$ cat src/rtl/mem_access_unit.sv
// mem_access_unit
//   Per-core load/store sequencer between a core MEM stage and a word-only
//   memory controller port. Byte/halfword loads are extracted and extended
//   from a 32-bit read; sb/sh become a read-modify-write (ACCESS read, MERGE
//   write). Misaligned or illegal requests answer with resp_err and never
//   touch the memory port.
//
//   Optional feature: define MAU_BOUNDS_CHECK_EN to reject any address at or
//   above PAGE_BYTES as an error. Undefined, upper bits pass through and the
//   controller wraps the access within the page.
//
//   Ports
//     clk, rst          system clock, synchronous active-high reset
//     req_*             core request (valid/ready), write, funct3, addr, wdata
//     resp_*            one-cycle completion pulse with rdata/err
//     mem_*             controller word port; mem_read_data is combinational
//
//   state  | meaning
//   IDLE   | req_ready high, waiting for a request
//   ACCESS | word read (load, sb/sh) or word write (sw)
//   MERGE  | write back the read word with the target lane replaced
//   RESP   | resp_valid pulse
module mem_access_unit #(
  parameter int PAGE_BYTES = 4096,
  parameter int ADDR_W     = 32
) (
  input  logic              clk,
  input  logic              rst,
  input  logic              req_valid,
  output logic              req_ready,
  input  logic              req_write,
  input  logic [2:0]        req_funct3,
  input  logic [ADDR_W-1:0] req_addr,
  input  logic [31:0]       req_wdata,
  output logic              resp_valid,
  output logic [31:0]       resp_rdata,
  output logic              resp_err,
  output logic              mem_read_en,
  output logic              mem_write_en,
  output logic [ADDR_W-1:0] mem_address,
  output logic [31:0]       mem_write_data,
  input  logic [31:0]       mem_read_data
);

  localparam int PAGE_LSB = $clog2(PAGE_BYTES);

  typedef enum logic [1:0] {S_IDLE, S_ACCESS, S_MERGE, S_RESP} state_t;

  state_t      r_state;
  logic        r_write;
  logic [2:0]  r_funct3;
  logic [1:0]  r_lane;
  logic [15:0] r_wdata_lo;

  logic        w_illegal;
  logic        w_misalign;
  logic        w_oob;
  logic        w_err;
  logic [7:0]  w_byte;
  logic [15:0] w_half;
  logic [31:0] w_load_data;
  logic [31:0] w_merge_data;

  // Request decode, evaluated on the incoming request in IDLE.
  always_comb begin
    w_illegal  = (req_funct3 == 3'b011) || (req_funct3 == 3'b110) ||
                 (req_funct3 == 3'b111) ||
                 (req_write && req_funct3[2]);
    // h and hu share funct3[1:0] == 01
    w_misalign = ((req_funct3[1:0] == 2'b01) && req_addr[0]) ||
                 ((req_funct3 == 3'b010) && (req_addr[1:0] != 2'b00));
`ifdef MAU_BOUNDS_CHECK_EN
    w_oob      = |req_addr[ADDR_W-1:PAGE_LSB];
`else
    w_oob      = 1'b0;
`endif
    w_err      = w_illegal || w_misalign || w_oob;
  end

  // Lane extraction and extension of the word read in ACCESS.
  always_comb begin
    case (r_lane)
      2'd0:    w_byte = mem_read_data[7:0];
      2'd1:    w_byte = mem_read_data[15:8];
      2'd2:    w_byte = mem_read_data[23:16];
      default: w_byte = mem_read_data[31:24];
    endcase
    w_half = r_lane[1] ? mem_read_data[31:16] : mem_read_data[15:0];
    case (r_funct3)
      3'b000:  w_load_data = {{24{w_byte[7]}}, w_byte};
      3'b001:  w_load_data = {{16{w_half[15]}}, w_half};
      3'b100:  w_load_data = {24'd0, w_byte};
      3'b101:  w_load_data = {16'd0, w_half};
      default: w_load_data = mem_read_data;
    endcase
  end

  // Read word with the store lane replaced; registered into mem_write_data
  // at the end of ACCESS so MERGE drives a stable word.
  always_comb begin
    w_merge_data = mem_read_data;
    if (r_funct3[0]) begin
      if (r_lane[1]) w_merge_data[31:16] = r_wdata_lo;
      else           w_merge_data[15:0]  = r_wdata_lo;
    end else begin
      case (r_lane)
        2'd0:    w_merge_data[7:0]   = r_wdata_lo[7:0];
        2'd1:    w_merge_data[15:8]  = r_wdata_lo[7:0];
        2'd2:    w_merge_data[23:16] = r_wdata_lo[7:0];
        default: w_merge_data[31:24] = r_wdata_lo[7:0];
      endcase
    end
  end

  always_ff @(posedge clk) begin
    if (rst) begin
      r_state        <= S_IDLE;
      r_write        <= 1'b0;
      r_funct3       <= 3'd0;
      r_lane         <= 2'd0;
      r_wdata_lo     <= 16'd0;
      req_ready      <= 1'b1;
      resp_valid     <= 1'b0;
      resp_rdata     <= 32'd0;
      resp_err       <= 1'b0;
      mem_read_en    <= 1'b0;
      mem_write_en   <= 1'b0;
      mem_address    <= '0;
      mem_write_data <= 32'd0;
    end else begin
      case (r_state)
        S_IDLE: begin
          if (req_valid) begin
            r_write    <= req_write;
            r_funct3   <= req_funct3;
            r_lane     <= req_addr[1:0];
            r_wdata_lo <= req_wdata[15:0];
            req_ready  <= 1'b0;
            resp_rdata <= 32'd0;
            if (w_err) begin
              resp_err   <= 1'b1;
              resp_valid <= 1'b1;
              r_state    <= S_RESP;
            end else begin
              resp_err    <= 1'b0;
              mem_address <= {req_addr[ADDR_W-1:2], 2'b00};
              if (req_write && (req_funct3 == 3'b010)) begin
                mem_write_en   <= 1'b1;
                mem_write_data <= req_wdata;
              end else begin
                mem_read_en <= 1'b1;
              end
              r_state <= S_ACCESS;
            end
          end
        end
        S_ACCESS: begin
          mem_read_en  <= 1'b0;
          mem_write_en <= 1'b0;
          if (!r_write) begin
            resp_rdata <= w_load_data;
            resp_valid <= 1'b1;
            r_state    <= S_RESP;
          end else if (r_funct3 == 3'b010) begin
            resp_valid <= 1'b1;
            r_state    <= S_RESP;
          end else begin
            mem_write_en   <= 1'b1;
            mem_write_data <= w_merge_data;
            r_state        <= S_MERGE;
          end
        end
        S_MERGE: begin
          mem_write_en <= 1'b0;
          resp_valid   <= 1'b1;
          r_state      <= S_RESP;
        end
        default: begin
          resp_valid <= 1'b0;
          req_ready  <= 1'b1;
          r_state    <= S_IDLE;
        end
      endcase
    end
  end

endmodule

$ cat config.mk
export PLATFORM = sky130hd
export DESIGN_NAME = mem_access_unit
export DESIGN_NICKNAME = d
export VERILOG_FILES = /design/src/rtl/mem_access_unit.sv
export SDC_FILE = /design/constraint.sdc
export NUM_CORES = 1
export LEC_CHECK = 0
export ABC_AREA = 0
export CAP_MARGIN = 20
export CORE_ASPECT_RATIO = 0.6
export CORE_MARGIN = 3
export CORE_UTILIZATION = 25
export CTS_BUF_LIST = sky130_fd_sc_hd__clkbuf_4 sky130_fd_sc_hd__clkbuf_8 sky130_fd_sc_hd__clkbuf_16
export DETAILED_ROUTE_END_ITERATION = 8
export GPL_TIMING_DRIVEN = 0
export PLACE_DENSITY = 0.49
export SETUP_SLACK_MARGIN = 0.2
export SLEW_MARGIN = 15
export SYNTH_ARGS = -nofsm -noshare
export SYNTH_HDL_FRONTEND = slang
export SYNTH_SLANG_ARGS = --single-unit
$ cat constraint.sdc
create_clock -name clk -period 2.9 [get_ports clk]
set_input_delay 0.87 -clock clk [delete_from_list [all_inputs] [get_ports clk]]
set_output_delay 0.87 -clock clk [all_outputs]
set_load 0.01 [all_outputs]
Yosys cells after proc, flatten, opt, wreduce, memory -nomap -nowiden
Index checks and enable logic that the tools add are counted.
- register bits: 123
- input port bits: 103
- output and inout bits: 101
- logic and storage cells: 104
- equal/unequal tests: 22
- muxes and demuxes: 42
- bitwise gates (word level): 2
- reduce and logical (&&, ||, !) cells: 25
- operator list (kind ; count):
    32-bit two-way mux ; 8
    32-bit one-hot mux with 2 select lines ; 2
    32-bit one-hot mux with 4 select lines ; 1
    16-bit two-way mux ; 3
    8-bit two-way mux ; 4
    8-bit one-hot mux with 3 select lines ; 1
    1-bit two-way mux ; 16
    2-bit != test (second input constant) ; 8
    3-bit == test (second input constant) ; 4
    3-bit by 2-bit == test with 1-bit output (second input constant) ; 3
    3-bit AND reduction ; 3
    4-bit AND reduction ; 2
    2-bit by 1-bit == test with 1-bit output (second input constant) ; 3
    1-bit one-hot mux with 3 select lines ; 2
    2-bit one-hot mux with 3 select lines ; 1
    6-bit AND reduction ; 1
    1-bit logical OR ; 5
    2-bit == test (second input constant) ; 2
    1-bit logical AND ; 4
    2-bit zero test ; 2
    2-bit two-way mux ; 2
    1-bit one-hot mux with 2 select lines ; 2
    2-bit AND reduction ; 2
    2-bit nonzero test ; 2
    other kinds (7) ; 8

Depth between registers and ports, before layout
- depth in word-level cells: 8
- gate-level depth with buffers: 9
- mapped depth without buffers: 6

Least setup slack after synthesis
OpenSTA, ideal clock, no wires.
- path type: input to register
- start point: in mem_read_data[31]
- end point: reg resp_rdata[10]
- library setup time: 0.117 ns
- data arrival time: 1.917 ns
- required time: 2.783 ns
- slack: 0.866 ns
- stages: 4
- buffers on the path: 0
- cell sequence: mux4_2 -> a21oi_2 -> o21ai_1 -> a32o_1
- longest elaborated chain between the ends: 4
- ends and longest elaborated chain (element ; line ; text):
    from (decl) ; 42 ; input logic [31:0] mem_read_data
    8-bit one-hot mux with 3 select lines ; 82 ; case (r_lane)
    32-bit one-hot mux with 4 select lines ; 89 ; case (r_funct3)
    32-bit two-way mux ; 160 ; if (!r_write) begin
    32-bit one-hot mux with 2 select lines ; 131 ; case (r_state)
    to (signal assigned) ; 161 ; resp_rdata <= w_load_data;
    to (decl) ; 36 ; output logic [31:0] resp_rdata,
No other way between the ends. The select of a mux whose other input is x is not followed.
A chain may end at the register's enable or synchronous reset.

Final worst setup path
- start point: in req_addr[0]
- end point: reg mem_address[12]
- longest elaborated chain between the ends: 6
- elaborated cells on any way between the ends: 7
- those cells by class: bitwise (1); reduce/logical (6)
- ends and longest elaborated chain (element ; line ; text):
    from (decl) ; 33 ; input logic [ADDR_W-1:0] req_addr,
    2-bit nonzero test ; 71 ; ((req_funct3 == 3'b010) && (req_addr[1:0] != 2'b00));
    1-bit logical AND ; 71 ;
    1-bit logical OR * ; 70 ; w_misalign = ((req_funct3[1:0] == 2'b01) && req_addr[0]) ||
    1-bit logical OR * ; 77 ; w_err = w_illegal || w_misalign || w_oob;
    1-bit inverter (no source line) * ; -- ;
    3-bit AND reduction (no source line) * ; -- ;
    to (signal assigned) ; 146 ; mem_address <= {req_addr[ADDR_W-1:2], 2'b00};
    to (decl) ; 40 ; output logic [ADDR_W-1:0] mem_address,
Mark *: on every way between the ends. The rest lies on a longest branch, timed or not.

==> results.md <==
- Synth Register Bits: 123
- Synth Warn #: 0
- Element type at the critical path end: register
- Pwr Total: 7.82 mW
- Reg2reg setup slack: 0.59 ns
- Worst hold endpoint: mem_address[13]
- Rel. slew slack: 0.564
- # clock sinks: 123
- CTS Hold Buffers Added: 0
- Pleak: 3.24 nW
- Worst Path Class, Setup: input pin to register
- Initial Utilization: 0.259
- Placement Setup Slack: -0.0214 ns
- RSZ-0062 raised after global routing: no
- H-tree level count: 4
- Hold/Removal Path Class: register to register
- Initial antenna violation count: 0
- Min-delay src: mem_address[13]
- Worst skew pair latency: 0.43 ns
- Die area: 26300 um^2
- Avg Vias per Cell: 4.94
- Clock slew at reported path FFs: 0.05 ns
- Core footprint: 23500 um^2
- Post-CTS Setup Repair Bufs: 0
- Wire length of the first global-routing pass: 36800 um
- DR WL/cell: 19.8 um
- Slew @ Worst Pin: 0.655 ns
- Worst r2r src: r_state[1]
- CP startpoint kind: input pin
- Status: finished, final reports clean
- Pin count of the biggest net entering global routing: 17
- Area delta synth->final: 50.1%
- Post-Synthesis Cell Area: 6070 um^2
- Peak Freq: 406 MHz
- Critical Path AT: 2.81 ns
- Pwr dens: 858 nW/um^2
- Final wirelength: 24800 um
- Vias in the first global route: 5979
- Die Span X: 207 um
- Post-synth ARST share: 0
- Final worst slack: 0.436 ns
- Port Buffers: 201
- Largest area contributor in the synthesized netlist: dfxtp_1
- Post-synthesis sequential area ratio: 0.406
- Metal-1 WL: 13700 um
- Vias: 6204
- CTS Buffer Depth: 2
- Syn Inst Count: 706
- Highest metal used: met4
- Largest cells by area after synthesis: dfxtp_1 (41%), nand2_1 (8.7%), mux2i_1 (6.9%), a21oi_1 (6.8%), a221o_1 (2.6%)
- Num CTS Buffers: 17
- Aggregate global-route resource usage: 0.184
- Placed Instance Area: 8480 um^2
- Cts repair resizes: 0
- Hold path cells: 2
- DR DRC count: 0
- Synth cell types: 53
- GR Overflow Total: 0
- Post-synth top area share: 0.406
- Most frequent cells in the layout: clkdlybuf4s50_1 (201), nand2_1 (141), dfxtp_1 (123), a21oi_1 (82), mux2i_1 (42)
- RR Endpoint: mem_write_data[25]
- Clk root buf: clkbuf_16
- Fin util: 0.388
- Ports: 204
- DR iter-0 viols: 530
- Met2 routed WL: 8930 um
- CTS tree: yes
- Dpl hpwl: 19500 um
- Tmin final: 2.46 ns
- WL met3: 2080 um
- Most common cell after layout, fill and taps aside: clkdlybuf4s50_1
- Final Wtd Congestion: 0.838
- Final Hold Vio Count: 0
- Layout cells sized above 1: 0.105
- Slew Limit Fails: 0
- Post-synthesis average cell area: 8.60 um^2
- Reg2Reg Depth: 8
- Clock skew: 0.0113 ns
- EDFF count, synth: 0
- Net count, final: 1034
- Rows: 43
- CP Max Fanout: 10
- Post-route antenna net violation count: 0
- Drt pass-1 iters: 5
- Critical Path RT: 3.24 ns
- Main synth FF type: dfxtp_1
- Die H: 127 um
- Peak VDD IR: 471 uV
- Final setup fails: 0
- Finished Cell Area: 9110 um^2
- Antenna Cells: 0
- FILL cells: 2469
- Final period utilization: 0.850
- Max Cap Viol: 0
-- where the power goes --
group	internal [mW]	leakage, nW	switching [mW]
Clock	1.46	0.305	0.824
Sequential	2.06	1.00	0.278
Combinational	1.45	1.94	1.74
-- worst max-delay path by stage --
stage | from | end | slack (ns) | cells past startpoint
floorplan | mem_read_data[31] | resp_rdata[10] | 0.87 | 4
global placement | rst | r_wdata_lo[10] | -0.03 | 5
detailed placement | rst | r_wdata_lo[6] | -0.02 | 5
CTS | rst | mem_address[27] | 0.42 | 5
global route | rst | r_wdata_lo[8] | 0.32 | 5
finish | req_addr[0] | mem_address[12] | 0.44 | 6
-- registers in the layout (all words and copies together) (netlist names) --
name and flops:
mem_address 30, mem_read_en 1, mem_write_data 32, mem_write_en 1, r_funct3 3, r_lane 2, r_state 2, r_wdata_lo 16
r_write 1, req_ready 1, resp_err 1, resp_rdata 32, resp_valid 1
-- routing by layer --
layer | GRT usage | up-vias
li1 | - | 2987
met1 | 0.292 | 2965
met2 | 0.226 | 239
met3 | 0.0662 | 13
met4 | 0.0391 | 0
met5 | 0 | -
-- cell usage after synthesis (7+ instances only) --
library cell and n:
inv_1 7, a221o_1 16, a311o_1 16, clkbuf_1 25, a21oi_1 82, mux2i_1 42, nand3_1 16, mux2_1 8
a32o_1 8, o21ai_1 28, nor2_1 39, dfxtp_1 123, a211oi_2 10, nand2b_1 15, nand2_1 141, buf_2 19
o21ai_0 10, mux2_2 9, a221oi_1 18, buf_4 8
-- worst max-delay path, cell delays in order --
cell	delay, ns
clkdlybuf4s50_1	0.61
a221oi_1	0.19
o21ai_1	0.42
clkbuf_1	0.43
nand2_1	0.10
a21oi_1	0.17
-- cell families after synthesis --
group,Yosys count,synth area share
AO/OA/AOI/OAI,208,0.244
adder cells (fa/ha/maj),4,0.00824
buffers and inverters,72,0.0608
flip-flops,123,0.406
multiplexers,60,0.104
other,1,0.000618
AND/OR/NAND/NOR,238,0.176
-- stage by stage --
stage          hold WS [ns]  instances  setup TNS, ns
2_1_floorplan         0.448        707              0
3_3_place_gp          0.441       1223         -0.352
3_5_place_dp          0.445       1223         -0.232
4_1_cts               0.454       1255              0
5_1_grt               0.466       1255              0
6_report              0.451       1255              0
-- final cells by class --
class | count | area, um^2 | area share
Timing Repair Buffer | 201 | 2010 | 0.221
Buffer | 63 | 335 | 0.0368
Inverter | 9 | 33.8 | 0.00371
Sequential cell | 123 | 2460 | 0.270
Multi-Input combinational cell | 512 | 3240 | 0.356
Tap cell | 315 | 394 | 0.0433
Clock inverter | 10 | 136 | 0.0150
Clock buffer | 22 | 494 | 0.0542
Power figures use the tool's default switching activity.
